[src/rtl/xnor3_share_arbiter.sv]
`default_nettype none
// ============================================================================
// xnor3_share_arbiter: round-robin sharing of one 3-input XNOR unit
// Revision: 1.0
// ============================================================================
module xnor3_share_arbiter #(
  parameter int NREQ        = 4,
  parameter int EVAL_CYCLES = 2,
  parameter int IDW         = $clog2(NREQ)
) (
  input  logic            clk,
  input  logic            rst,
  input  logic [NREQ-1:0] req,
  input  logic [NREQ-1:0] a_in,
  input  logic [NREQ-1:0] b_in,
  input  logic [NREQ-1:0] c_in,
  output logic [NREQ-1:0] gnt,
  output logic            busy,
  output logic            f_valid,
  output logic            f_out,
  output logic [IDW-1:0]  f_id
);

  typedef enum logic [1:0] {
    IDLE = 2'd0,
    EVAL = 2'd1,
    RESP = 2'd2
  } state_t;

  localparam logic [IDW-1:0] PTR_RST  = IDW'(NREQ - 1);
  localparam logic [3:0]     CNT_LAST = 4'(EVAL_CYCLES - 1);

  state_t          state_q, state_d;
  logic [3:0]      cnt_q, cnt_d;
  logic [IDW-1:0]  ptr_q, ptr_d;
  logic [IDW-1:0]  f_id_q, f_id_d;
  logic            a_l_q, a_l_d;
  logic            b_l_q, b_l_d;
  logic            c_l_q, c_l_d;
  logic [NREQ-1:0] gnt_q, gnt_d;
  logic            busy_q, busy_d;
  logic            f_valid_q, f_valid_d;
  logic            f_out_q, f_out_d;

  logic            found_hi, found_lo, win_found;
  logic [IDW-1:0]  idx_hi, idx_lo, win_idx;

  // Round-robin: lowest requester above ptr first, otherwise lowest at or below ptr.
  always_comb begin
    found_hi = 1'b0;
    found_lo = 1'b0;
    idx_hi   = '0;
    idx_lo   = '0;
    for (int i = NREQ - 1; i >= 0; i--) begin
      if (req[i] && (IDW'(i) > ptr_q)) begin
        found_hi = 1'b1;
        idx_hi   = IDW'(i);
      end
      if (req[i] && (IDW'(i) <= ptr_q)) begin
        found_lo = 1'b1;
        idx_lo   = IDW'(i);
      end
    end
    win_found = found_hi | found_lo;
    win_idx   = found_hi ? idx_hi : idx_lo;
  end

  always_comb begin
    state_d   = state_q;
    cnt_d     = cnt_q;
    ptr_d     = ptr_q;
    f_id_d    = f_id_q;
    a_l_d     = a_l_q;
    b_l_d     = b_l_q;
    c_l_d     = c_l_q;
    gnt_d     = '0;
    f_valid_d = 1'b0;
    f_out_d   = f_out_q;
    case (state_q)
      IDLE: begin
        if (win_found) begin
          gnt_d   = {{(NREQ-1){1'b0}}, 1'b1} << win_idx;
          a_l_d   = a_in[win_idx];
          b_l_d   = b_in[win_idx];
          c_l_d   = c_in[win_idx];
          f_id_d  = win_idx;
          cnt_d   = '0;
          state_d = EVAL;
        end
      end
      EVAL: begin
        cnt_d = cnt_q + 4'd1;
        if (cnt_q == CNT_LAST) begin
          f_out_d   = ~(a_l_q ^ b_l_q ^ c_l_q);
          f_valid_d = 1'b1;
          state_d   = RESP;
        end
      end
      RESP: begin
        ptr_d   = f_id_q;
        state_d = IDLE;
      end
      default: state_d = IDLE;
    endcase
    busy_d = (state_d != IDLE);
  end

  always_ff @(posedge clk) begin
    if (rst) begin
      state_q   <= IDLE;
      cnt_q     <= '0;
      ptr_q     <= PTR_RST;
      f_id_q    <= '0;
      a_l_q     <= 1'b0;
      b_l_q     <= 1'b0;
      c_l_q     <= 1'b0;
      gnt_q     <= '0;
      busy_q    <= 1'b0;
      f_valid_q <= 1'b0;
      f_out_q   <= 1'b0;
    end else begin
      state_q   <= state_d;
      cnt_q     <= cnt_d;
      ptr_q     <= ptr_d;
      f_id_q    <= f_id_d;
      a_l_q     <= a_l_d;
      b_l_q     <= b_l_d;
      c_l_q     <= c_l_d;
      gnt_q     <= gnt_d;
      busy_q    <= busy_d;
      f_valid_q <= f_valid_d;
      f_out_q   <= f_out_d;
    end
  end

  assign gnt     = gnt_q;
  assign busy    = busy_q;
  assign f_valid = f_valid_q;
  assign f_out   = f_out_q;
  assign f_id    = f_id_q;

endmodule
`default_nettype wire

[config.mk]
export PLATFORM = sky130hd
export DESIGN_NAME = xnor3_share_arbiter
export DESIGN_NICKNAME = d
export VERILOG_FILES = /design/src/rtl/xnor3_share_arbiter.sv
export SDC_FILE = /design/constraint.sdc
export NUM_CORES = 1
export LEC_CHECK = 0
export BUFFER_PORTS_ARGS = -buffer_cell sky130_fd_sc_hd__buf_2
export CAP_MARGIN = 20
export CORE_ASPECT_RATIO = 0.5
export CORE_UTILIZATION = 36
export CTS_CLUSTER_DIAMETER = 200
export CTS_CLUSTER_SIZE = 24
export DETAILED_ROUTE_END_ITERATION = 10
export PLACE_DENSITY = 0.59
export SLEW_MARGIN = 20
export SYNTH_ARGS = -nofsm -noshare
export SYNTH_HDL_FRONTEND = slang
export SYNTH_SLANG_ARGS = --single-unit
[constraint.sdc]
create_clock -name clk -period 2.01 [get_ports clk]
set_input_delay 0.603 -clock clk [delete_from_list [all_inputs] [get_ports clk]]
set_output_delay 0.603 -clock clk [all_outputs]
set_load 0.005 [all_outputs]
Word-level counts from Yosys, hierarchy flattened
Index checks and enable logic that the tools add are counted.
Operators by class
  magnitude comparators: 9
  bitwise logic cells: 7
  reduce and logical (&&, ||, !) cells: 16
  shift-type cells: 1
  multiplexer cells: 29
  equality and inequality tests: 4
  add/sub/neg operators: 1
Operators with widths (count)
  two-way mux 2 bit: 11
  two-way mux 1 bit: 12
  logical AND 1 bit: 8
  case mux 4 bit (2 select lines): 1
  binary-select mux 1 bit (select 2 bit): 3
  AND reduction 2 bit: 3
  adder 4 x 1 -> 4 bit (second input constant): 1
  == test 4 x 1 -> 1 bit (second input constant): 1
  greater-than comparator 1 x 2 -> 1 bit (first input constant): 2
  greater-than comparator 2 bit (first input constant): 2
  <= comparator 1 x 2 -> 1 bit (first input constant): 2
  <= comparator 2 bit (first input constant): 2
  two-way mux 4 bit: 1
  inverter 1 bit: 4
  case mux 2 bit (2 select lines): 1
  nonzero test 2 bit: 2
  << shifter 1 x 2 -> 4 bit (first input constant): 1
  < comparator 2 x 3 -> 1 bit (second input constant): 1
  OR reduction 3 bit: 1
  == test 2 x 1 -> 1 bit (second input constant): 1
  == test 2 bit (second input constant): 1
  logical NOT 2 bit: 1
  != test 2 bit (second input constant): 1
  OR reduction 2 bit: 1
  2 further kinds: 3
Word-level totals
  word-level logic and storage cells: 78
  bits of input ports: 18
  flip-flop bits (word level): 20

Logic depth before layout (Yosys ltp)
Gate-level depths: netlist (run 1).
  depth in word-level cells: 10
  mapped depth: 5
  depth with buffers taken out: 5

Least setup slack after synthesis (run 1)
OpenSTA, ideal clock, no wires.
  path kind: in2reg
  start: input port req[0]
  end: register c_l_q
  stages: 4
  buffers on the path: 0
  required time: 1879 ps
  setup time: 131 ps
  slack: 132 ps
  arrival time: 1747 ps
  path through: or2_4 -> a311oi_4 -> mux2i_1 -> o221ai_2
Between the ends
  cells in the longest elaborated chain, start to end: 5
Ends and longest elaborated chain
  start, declared: line 13  | input logic [NREQ-1:0] req,
  logical AND 1 bit, on equally long branches: line 59, 55
  two-way mux 2 bit, or another cell as far along: line 59  | if (req[i] && (IDW'(i) <= ptr_q)) begin
  two-way mux 2 bit: line 65  | win_idx = found_hi ? idx_hi : idx_lo;
  binary-select mux 1 bit (select 2 bit): line 85  | c_l_d = c_in[win_idx];
  two-way mux 1 bit (not written as such): line 85
  end signal, assigned: line 128  | c_l_q <= c_l_d;
  end, declared: line 39  | logic c_l_q, c_l_d;
Parallel ways exist; a longest one is shown, timed or not. The select of a mux whose other input is x is not followed.
A chain may end at the register's enable or synchronous reset.

Worst setup path in the final report (run 1)
  start: input port req[3]
  end: register a_l_q
Between the ends
  cells in the longest elaborated chain, start to end: 8
Ends and longest elaborated chain
  logical AND 1 bit, on equally long branches: line 59, 55
  two-way mux 2 bit, or another cell as far along (4 in series): line 59
  two-way mux 2 bit: line 65
  binary-select mux 1 bit (select 2 bit): line 83  | a_l_d = a_in[win_idx];
  two-way mux 1 bit (not written as such): line 83
  end signal, assigned: line 126  | a_l_q <= a_l_d;
  end, declared: line 37  | logic a_l_q, a_l_d;
Parallel ways exist; a longest one is shown, timed or not. The select of a mux whose other input is x is not followed.

==> metrics.csv, run 1 <==
metric;value;unit
status;complete, no violations;
diodes;0;
remaining_drc_errors;0;
worstPathMaxFanout;5;
syn_area_per_cell;9.56;sq um
netlist_top_cells_area;dfxtp_1 (42%), mux2i_1 (9.4%), nor2_1 (7.1%);
place.gp.congestion;0.751;
fmax;579;MHz
grt-ovfl-total;0;
yosysWarnings;0;
grt_pass1_wl;3110;microns
clock-root-buffer;clkbuf_8;
ant_nets;0;
cts_buffer_depth;2;
ys_top_cells_by_count;dfxtp_1 (20), nor2_1 (18), mux2i_1 (9), nand2b_1 (7), a21oi_1 (5);
cap_violations;0;
htree_levels;1;
async_flop_share;0;%
n_fill_cell;229;
grt_pass1_vias;657;
routed_wl;1880;microns
crit_path_end_kind;register;
cts_setup_buffers;0;
cts_tree;done;
ir_drop;0.334;mV
cp.arrival;1.90;ns
p_per_area;810;nW/um^2
grt_max_degree;17;
netlist_area;956;sq um
synth_top_area_share;41.9;%
p_leak;0.546;nW
max_slew.worst_pin.slew;0.555;ns
cts_resized;0;
synthDistinctLibCells;34;
yosysSeqAreaShare;41.9;%
finalHoldViolations;0;
worstSetupPathType;in2reg;
cts_num_sinks;20;
core_area;2360;sq um
die_w;74.9;microns
hpwlAfterDp;1490;microns
insertion_delay;0.26;ns
finalCritPeriodShare;85.9;%
tns;0;ns
hold_buffers;0;
crit_path_start_kind;primary input;
grt.total_usage;15.4;%
via_per_inst;4.80;
skew;0.0112;ns
chipHeight;38.4;microns
syn_nets;120;
ys_ff_latch;20;
clk_pin_slew;0.08;ns
io_pins;27;
die-area;2880;sq um
layout.nets;155;
wl_per_cell;11.1;microns
antenna_found_initial;0;
drv_slew;0;
vias;811;
synth_cells;100;
yosysMostFrequentCell;dfxtp_1;
initial_core_util;40.6;%
firstDrtPassIters;4;
final-setup-viol-count;0;
drive_gt1_share;33.6;%
hold_path_class;reg2reg;
synth-edff-count;0;
reg2reg_setup_slack;0.31;ns
portBuffers;26;
synth_area_leader_cell;dfxtp_1;
rows;12;
syn_to_final_growth;30.5;%
slew_headroom;62.7;%
synth_flop_cell;dfxtp_1;
numCtsBuffers;3;
whs;0.480;ns
rsz0062_at_grt;false;
drt-initial-drc-count;16;
cp.required;2.18;ns
period_minus_slack;1.73;ns
==> power by group <==
part	internal [mW]	leakage, nW	switching [mW]
Sequential	0.422	0.164	0.0169
Combinational	0.0877	0.347	0.0820
Clock	0.266	0.0357	0.136
Total	0.776	0.546	0.234
==> stage by stage <==
stage               utilization, %  cells  setup slack [ns]  cell area (sq um)  power (mW)
finish                        52.9    169             0.283               1250        1.01
global route                  52.9    169             0.138               1250        1.07
CTS                           52.9    169             0.287               1250        1.02
detailed placement            49.9    165            0.0109               1180       0.620
global placement              49.9    165            0.0381               1180       0.618
floorplan                        -    100             0.132                956       0.553
==> sequential cells by signal (all words and copies together), names as in the netlist <==
| signal | cells |
|---|---|
| c_l_q | 1 |
| state_q | 2 |
| gnt | 4 |
| cnt_q | 4 |
| busy | 1 |
| f_out | 1 |
| ptr_q | 2 |
| f_valid | 1 |
| a_l_q | 1 |
| f_id | 2 |
| b_l_q | 1 |
==> final cells by class <==
| class | instances | area, sq um | share of cell area, % |
|---|---|---|---|
| clock inverter | 1 | 30.0 | 2.41 |
| tap | 35 | 43.8 | 3.51 |
| clock buffer | 3 | 41.3 | 3.31 |
| timing repair buffer | 31 | 180 | 14.4 |
| inverter | 1 | 3.75 | 0.301 |
| multi-input combinational | 78 | 548 | 43.9 |
| sequential | 20 | 400 | 32.1 |
==> per-layer routing <==
layer,part of all wire [%],up-vias,wire length (microns),GRT usage [%]
met2,42,14,794,23.0
met5,0,-,0,0
met3,4.5,2,84,5.79
li1,-,427,-,-
met1,53,368,990,20.8
met4,0.80,0,15,4.25
==> placed cells by master, fill, tap and decap left out, types with 2 or more instances in the layout <==
| cell type | count |
|---|---|
| a21oi_1 | 5 |
| nor4_1 | 2 |
| clkbuf_8 | 3 |
| o221ai_1 | 2 |
| nand2b_1 | 7 |
| buf_4 | 4 |
| ha_1 | 2 |
| dfxtp_1 | 20 |
| mux2i_1 | 9 |
| or2_4 | 2 |
| nand3b_1 | 4 |
| xor2_1 | 2 |
| nor2_1 | 18 |
| nor3_1 | 3 |
| nand2_1 | 3 |
| buf_2 | 26 |
==> kinds of logic (layout without fill, tap and decap cells) <==
logic type | after synthesis | count (layout) | synth area share, %
AND/OR/NAND/NOR | 49 | 49 | 29.5
flip-flops | 20 | 20 | 41.9
AO/OA/AOI/OAI | 15 | 15 | 13.1
multiplexers | 9 | 9 | 9.42
XOR/XNOR | 3 | 3 | 2.75
adder cells (fa/ha/maj) | 2 | 2 | 2.62
buffers and inverters | 2 | 36 | 0.785
==> final timing paths <==
path         depth (start not counted)      end      from
min reg2reg                          2  f_id[1]   f_id[1]
max                                  6    a_l_q    req[3]
max reg2reg                          5    a_l_q  ptr_q[0]
min                                  2  f_id[1]   f_id[1]
==> worst max-delay path: stages <==
cell and delay [ns]:
buf_2 0.12, nand2b_1 0.14, a21boi_0 0.11, buf_4 0.16
or4b_4 0.56, o221ai_1 0.21
Power figures use the tool's default switching activity.
==> run 2, diff against run 1 <==
- MAX_ROUTING_LAYER: unset -> met4
==> metrics.csv, run 2 (synthesis results as in run 1) <==
metric;value;unit
via_per_inst;4.80;
tns;0;ns
antenna_found_initial;0;
p_total;1.01;mW
cts_setup_buffers;0;
cts_num_sinks;20;
drt-initial-drc-count;16;
chipHeight;38.4;microns
skew;0.0113;ns
holdPathStages;2;
final_cell_mix;buf_2 (26), dfxtp_1 (20), nor2_1 (18);
clk_pin_slew;0.08;ns
cts_tree;done;
status;complete, no violations;
pwr-share-comb;16.8;%
ir_drop;0.334;mV
drv_slew;0;
io_pins;27;
grt_pass1_wl;3110;microns
wl_per_cell;11.2;microns
numCtsBuffers;3;
grt_max_degree;17;
reg2reg_setup_slack;0.31;ns
rows;12;
ant_nets;0;
worstPathMaxFanout;5;
die-area;2880;sq um
initial_core_util;40.6;%
finalHoldViolations;0;
fmax;580;MHz
hpwlAfterDp;1490;microns
r2r_cells;5;
diodes;0;
cp.required;2.18;ns
min_from;f_id[1];
routed_wl;1890;microns
hold_path_class;reg2reg;
final-setup-viol-count;0;
p_seq_share;43.4;%
grt-ovfl-total;0;
drive_gt1_share;33.6;%
rsz0062_at_grt;false;
htree_levels;1;
firstDrtPassIters;4;
core_area;2360;sq um
holdPathEnd;f_id[1];
period_minus_slack;1.73;ns
hold_buffers;0;
n_fill_cell;229;
rr_endpoint;a_l_q;
insertion_delay;0.26;ns
slew_headroom;62.7;%
cp.arrival;1.90;ns
clock-root-buffer;clkbuf_8;
vias;811;
die_w;74.9;microns
clkPwrFrac;39.8;%
grt_pass1_vias;658;
cts_resized;0;
reg2reg_from;ptr_q[0];
worstSetupPathType;in2reg;
p_per_area;811;nW/um^2
portBuffers;26;
place.gp.congestion;0.761;
max_slew.worst_pin.slew;0.555;ns
layout.nets;155;
p_leak;0.546;nW
crit_path_end_kind;register;
cap_violations;0;
cts_buffer_depth;2;
crit_path_start_kind;primary input;
remaining_drc_errors;0;
p_sw_share;23.3;%
syn_to_final_growth;30.5;%
grt.total_usage;15.9;%
finalCritPeriodShare;85.8;%
intPower;0.776;mW
final_common_cell;buf_2;
p_switching;0.235;mW
[run 2: cell counts in the layout (fill, tap and decap cells not counted)]
Identical to the previous run, type by type.
[run 2: worst max-delay path by stage]
stage | slack (ns) | from | endpoint
after detailed placement | 0.01 | req[3] | b_l_q
after global routing | 0.14 | ptr_q[0] | a_l_q
after CTS | 0.29 | req[3] | a_l_q
after global placement | 0.04 | req[3] | b_l_q
final | 0.28 | req[3] | a_l_q
after floorplan | 0.13 | req[0] | c_l_q
[run 2: through the flow]
stage	instance area [sq um]	hold slack, ns	setup WS (ns)	instances	utilization (%)
2_1_floorplan	956	0.465	0.132	100	-
5_1_grt	1250	0.506	0.138	169	52.9
3_5_place_dp	1180	0.475	0.0109	165	49.9
6_report	1250	0.480	0.284	169	52.9
4_1_cts	1250	0.487	0.287	169	52.9
3_3_place_gp	1180	0.462	0.0381	165	49.9
[run 2: worst max-delay path: stages]
cell	delay, ns
buf_2	0.12
nand2b_1	0.14
a21boi_0	0.11
buf_4	0.16
or4b_4	0.56
o221ai_1	0.21
[run 2: power by group through the flow]
stage	combinational (mW)	clock (mW)	sequential (mW)
3_3_place_gp	0.169	0	0.449
3_5_place_dp	0.171	0	0.448
5_1_grt	0.192	0.436	0.443
6_report	0.170	0.402	0.439
4_1_cts	0.172	0.412	0.439
2_1_floorplan	0.106	0	0.447
[run 2: per-layer routing]
layer  wire (microns)  vias up  global-route usage [%]
met5                0        -                       -
met4               15        0                    4.25
met3               76        2                    5.53
met2              794       14                    23.0
met1              999      368                    20.9
li1                 -      427                       -
[run 2: layout make-up]
cell class / count / area [sq um] / share of cell area (%)
multi-input combinational: 78 / 548 / 43.9
sequential: 20 / 400 / 32.1
timing repair buffer: 31 / 180 / 14.4
tap: 35 / 43.8 / 3.51
clock buffer: 3 / 41.3 / 3.31
clock inverter: 1 / 30.0 / 2.41
inverter: 1 / 3.75 / 0.301
